### config.mk
export PLATFORM = sky130hd
export DESIGN_NAME = egress_buffer
export DESIGN_NICKNAME = d
export VERILOG_FILES = /design/src/rtl/egress_buffer.sv
export SDC_FILE = /design/constraint.sdc
export NUM_CORES = 1
export LEC_CHECK = 0
export BUFFER_PORTS_ARGS = -buffer_cell sky130_fd_sc_hd__buf_2
export CAP_MARGIN = 20
export CELL_PAD_IN_SITES_DETAIL_PLACEMENT = 0
export CELL_PAD_IN_SITES_GLOBAL_PLACEMENT = 1
export CORE_MARGIN = 1
export CORE_UTILIZATION = 51
export CTS_BUF_LIST = sky130_fd_sc_hd__clkbuf_16
export CTS_CLUSTER_DIAMETER = 100
export DETAILED_ROUTE_END_ITERATION = 7
export PLACE_DENSITY = 0.86
export SYNTH_ARGS = -nofsm -noshare
export SYNTH_HDL_FRONTEND = slang
export SYNTH_SLANG_ARGS = --single-unit
### constraint.sdc
create_clock -name clk -period 4.95 [get_ports clk]
set_input_delay 0.2475 -clock clk [delete_from_list [all_inputs] [get_ports clk]]
set_output_delay 0.2475 -clock clk [all_outputs]
set_load 0.005 [all_outputs]
### src/rtl/egress_buffer.sv
// egress_buffer: per-output-port egress buffer behind a crossbar.
// A scheduler grant (en/sel) is registered for one cycle while the granted
// input FIFO presents its word on q1..q3; the word is then pushed into a
// circular buffer drained by out_valid/out_ready.
// Optional feature: define EGRESS_BUFFER_DROP_CNT_EN to add a saturating
// 16-bit drop_cnt output counting pushes discarded while full.
module egress_buffer #(
  parameter int DATA_W = 8,
  parameter int DEPTH  = 8
) (
  input  logic                     clk,
  input  logic                     rst_n,
  input  logic                     en,
  input  logic [1:0]               sel,
  input  logic [DATA_W-1:0]        q1,
  input  logic [DATA_W-1:0]        q2,
  input  logic [DATA_W-1:0]        q3,
  output logic [DATA_W-1:0]        out_data,
  output logic                     out_valid,
  input  logic                     out_ready,
  output logic [$clog2(DEPTH):0]   level,
  output logic                     full
`ifdef EGRESS_BUFFER_DROP_CNT_EN
  ,
  output logic [15:0]              drop_cnt
`endif
);

  localparam int AW = $clog2(DEPTH);
  localparam logic [AW:0] LEVEL_FULL = (AW+1)'(DEPTH);

  logic              pend_v;
  logic [1:0]        pend_sel;
  logic [AW:0]       wr_ptr;
  logic [AW:0]       rd_ptr;
  logic [DATA_W-1:0] mem [DEPTH];
  logic [DATA_W-1:0] push_word;
  logic              push_req;
  logic              push;
  logic              pop;
  logic              drop;

  // Stage 1: capture the grant while the granted FIFO produces its word
  always_ff @(posedge clk or negedge rst_n) begin
    if (!rst_n) begin
      pend_v   <= 1'b0;
      pend_sel <= 2'b00;
    end else begin
      pend_v   <= en;
      pend_sel <= sel;
    end
  end

  // Stage 2: pick the granted FIFO's word and decide push/pop/drop
  always_comb begin
    push_word = '0;
    case (pend_sel)
      2'b01:   push_word = q1;
      2'b10:   push_word = q2;
      2'b11:   push_word = q3;
      default: push_word = '0;
    endcase
    push_req = pend_v && (pend_sel != 2'b00);
    pop      = out_valid && out_ready;
    // A pop in the same cycle frees the slot, so a full buffer still accepts
    push     = push_req && (!full || pop);
    drop     = push_req && full && !pop;
  end

  // Buffer storage; contents are don't-care until written, so no reset
  always_ff @(posedge clk) begin
    if (push) mem[wr_ptr[AW-1:0]] <= push_word;
  end

  // Circular pointers with an extra wrap bit to tell full from empty
  always_ff @(posedge clk or negedge rst_n) begin
    if (!rst_n) begin
      wr_ptr <= '0;
      rd_ptr <= '0;
    end else begin
      if (push) wr_ptr <= wr_ptr + 1'b1;
      if (pop)  rd_ptr <= rd_ptr + 1'b1;
    end
  end

`ifdef EGRESS_BUFFER_DROP_CNT_EN
  // Saturating count of pushes discarded because the buffer was full
  always_ff @(posedge clk or negedge rst_n) begin
    if (!rst_n) begin
      drop_cnt <= '0;
    end else if (drop && (drop_cnt != 16'hFFFF)) begin
      drop_cnt <= drop_cnt + 16'd1;
    end
  end
`else
  logic unused_drop;
  assign unused_drop = drop;
`endif

  assign level     = wr_ptr - rd_ptr;
  assign full      = (level == LEVEL_FULL);
  assign out_valid = (level != '0);
  assign out_data  = mem[rd_ptr[AW-1:0]];

endmodule

==> impl_metrics.csv <==
group,metric,value,unit
global_routing,global_route_wire_length_before_repair,9250,µm
clocking,clockBufferDepth,2,
place,place.detailed.instances,305,
min_path,min-delay-path-class,"in2reg",
layout,antenna_cells,0,
timing,max_slew.worst_pin.slew,1000,ps
clocking,total_clock_buffers_created_by_cts,9,
timing,rsz0062_at_grt,"false",
critical_path,timing.critical_path.slowest_stage_cell,"nor3_1",
synth,postSynthRegisterBits,75,
power,p_per_area,604,mW/mm²
critical_path,cp_cell_sequence,"clkinv_1, ha_1, a21oi_1, a21oi_1, o41ai_4, or2_2, nor3_1",
timing,totalNegativeSetupSlack,0,ps
floorplan,dieHeight,81.5,µm
place,gpl.final_weighted_congestion,0.729,
critical_path,crit_path_start_kind,"flip-flop",
synth,yosys.area_share.adder,0.0256,
floorplan,top_level_ports,44,
place,post-dp-hpwl,4010,µm
global_routing,tot_gr_track_use,0.201,
synth,post_synth_edffs,64,
timing,finalCritPeriodShare,0.712,
synth,dominant_combinational_cell_family_by_area_after_synthesis,"multiplexers",
synth,ys_dominant_reg_cell,"edfxtp_1",
synth,synthSimpleGateAreaFrac,0.0664,
critical_path,cpPeakStageDelay,770,ps
floorplan,fp-row-count,28,
critical_path,criticalPathCategory,"reg2reg",
detailed_routing,via_per_inst,5.49,
floorplan,die_area,0.00664,mm²
layout,finished_cell_area,0.00387,mm²
critical_path,setup.worst_path.end_class,"flip-flop",
synth,syn-num-nets,226,
layout,area_growth_syn_to_layout,20.2,%
run,drv.max_cap_violation_count,0,
timing,postLayoutSetupSlackWorst,1430,ps
critical_path,crit-reg2reg-launch,"rd_ptr[2]",
global_routing,first_global_vias,1753,
synth,synth.yosys.seq_area_share,0.682,
synth,synthXorXnorAreaFrac,0.0217,
synth,yosys-top-cells-area,"edfxtp_1 60%, mux4_2 11%, dfrtp_1 8.5%",
power,max-vdd-ir-drop,356,µV
critical_path,rrSetupSlack,1430,ps
detailed_routing,detail_route.first_pass.iterations,4,
synth,synth-async-reset-ratio,0.147,
global_routing,gr-total-overflow,0,
detailed_routing,initialDrtViolationCount,155,
timing,clock_skew,3.84,ps
floorplan,start_util,0.538,
layout,nets,279,
clocking,ctsHtreeMaxLevel,3,
clocking,clock-sinks,75,
synth,mappedNetlistArea,0.00322,mm²
timing,max_clock_freq,0.284,GHz
place,placement.io_buffers,43,
global_routing,grt_max_degree,21,
detailed_routing,vias,1772,
synth,postSynthCellCount,190,
critical_path,reg2regPathDepth,7,
critical_path,r2r-end,"mem[4][2]",
synth,post-synth-top-area-cell,"edfxtp_1",
floorplan,core_region_area,0.00599,mm²
detailed_routing,route.final.wire_length,5790,µm
timing,report.final.setup_viol,0,
place,worst_setup_slack_post_dpl,1440,ps
power,p_leak,1.48,nW
synth,muxShareOfSynthArea,0.148,
synth,syn-mean-instance-area,17.0,µm²
place,placement.cell_area,0.00354,mm²
detailed_routing,final_routed_wire_length_divided_by_cell_count,17.9,µm
clocking,clk_root_buffer_cell,"clkbuf_16",
synth,synth_top_cell_area_share,0.597,
floorplan,dieWidth,81.5,µm
timing,final_max_slew_viol_count,0,
layout,drive_above_1_share,0.379,
min_path,hold_end,"pend_sel[1]",
clocking,path_clk_slew,50,ps
timing,finalHoldViolCount,0,
synth,synth_area_in_compound_gates,0.0381,
critical_path,data_arrival_time_of_the_worst_path,3470,ps
timing,final.min_clock_period,3520,ps
critical_path,worstPathRequired,4890,ps
min_path,worst_hold_path.num_cells,1,
detailed_routing,drt_drc_violations_left,0,
clocking,cts_setup_buffers,0,
layout,final_util,0.646,
clocking,worst_skew_pair.late_latency,320,ps
synth,count_of_unique_library_cells_instantiated_by_yosys,30,
critical_path,critical_path.most_common_cell,"a21oi_1",
timing,timing.slew.headroom,0.327,
outcome,outcome,"finished, final reports clean",
layout,finalNonFillerCells,323,
clocking,tritoncts,"done",
min_path,timing.hold.worst.start,"sel[1]",
global_routing,grt_antenna_before_repair,0,
critical_path,crit_path_max_fanout,11,
detailed_routing,ant_nets,0,
synth,synth_warn,0,
==> routing by layer <==
metal / wire [µm] / share of wire / vias up / global-route usage
met1: 2470 / 0.43 / 872 / 0.264
met3: 300 / 0.052 / 7 / 0.0400
met4: 86 / 0.015 / 0 / 0.0857
met2: 2940 / 0.51 / 57 / 0.328
li1: - / - / 836 / -
met5: 0 / 0 / - / 0
==> registers in the layout (all words and copies together), names as in the netlist <==
register / count
mem: 64
rd_ptr: 4
wr_ptr: 4
pend_sel: 2
pend_v: 1
==> power by group <==
part           internal (W)  switching, W
Clock              0.000439      0.000236
Combinational      0.000384      0.000381
Sequential         0.000800     0.0000981
Total               0.00162      0.000714
==> final cells by class <==
| cell class | instances | area (µm²) |
|---|---|---|
| clock buffer | 9 | 225 |
| clock inverter | 7 | 92.6 |
| fill | 424 | 2120 |
| inverter | 7 | 26.3 |
| multi-input combinational | 100 | 966 |
| sequential | 75 | 2200 |
| tap | 75 | 93.8 |
| timing repair buffer | 50 | 270 |
==> cells in the mapped netlist, types with 2 or more instances <==
cell	count
mux4_2	16
buf_2	2
nor3_1	6
nor2_1	4
dfrtp_1	11
mux2_2	9
xor2_1	3
a21oi_1	2
xnor2_1	5
ha_1	5
a22o_1	8
nand3_1	2
inv_1	6
nand2_1	27
clkbuf_1	6
edfxtp_1	64
==> kinds of logic after synthesis <==
group | Yosys count
buffers and inverters | 15
AO/OA/AOI/OAI | 13
XOR/XNOR | 8
multiplexers | 26
AND/OR/NAND/NOR | 47
adder cells (fa/ha/maj) | 6
flip-flops | 75
==> placed cells by master, fill, tap and decap left out, types with 2 or more instances in the layout <==
| cell type | count |
|---|---|
| edfxtp_1 | 64 |
| buf_2 | 43 |
| nand2_1 | 27 |
| mux4_2 | 16 |
| dfrtp_1 | 11 |
| mux2_2 | 9 |
| clkbuf_16 | 9 |
| a22o_1 | 8 |
| inv_1 | 6 |
| nor3_1 | 6 |
| xnor2_1 | 5 |
| ha_1 | 5 |
| buf_4 | 5 |
| nor2_1 | 4 |
| xor2_1 | 3 |
| clkinv_1 | 2 |
| a21oi_1 | 2 |
| nand3_1 | 2 |
| bufinv_16 | 2 |
| clkinvlp_4 | 2 |
==> what timing repair did <==
item,in CTS,in global routing
hold buffers,1,0
hold endpoints to repair,11,0
gates resized for setup,0,0
==> critical path, delay by kind of cell (launching register included) <==
family                     cells  cell delay (ps)
and+or+nand+nor                2             1110
adders and majority gates      1              460
DFF                            1              530
buffers and inverters          1              370
AOI/OAI and AO/OA              3              670
==> how the worst max path moves through the flow <==
stage                   start        end  depth (start not counted)
finish              rd_ptr[2]  mem[4][2]                          7
detailed placement  rd_ptr[2]  mem[4][6]                          7
global placement    rd_ptr[2]  mem[4][6]                          7
global route        rd_ptr[2]  mem[4][2]                          7
floorplan           rd_ptr[1]  mem[4][0]                          9
CTS                 rd_ptr[2]  mem[4][3]                          7
==> through the flow <==
step	hold slack, ps	power (W)
5_1_grt	16.1	0.00246
3_3_place_gp	138	0.00165
6_report	27.3	0.00234
4_1_cts	17.2	0.00236
2_1_floorplan	-48.1	0.00142
3_5_place_dp	139	0.00168
Power figures use the tool's default switching activity.
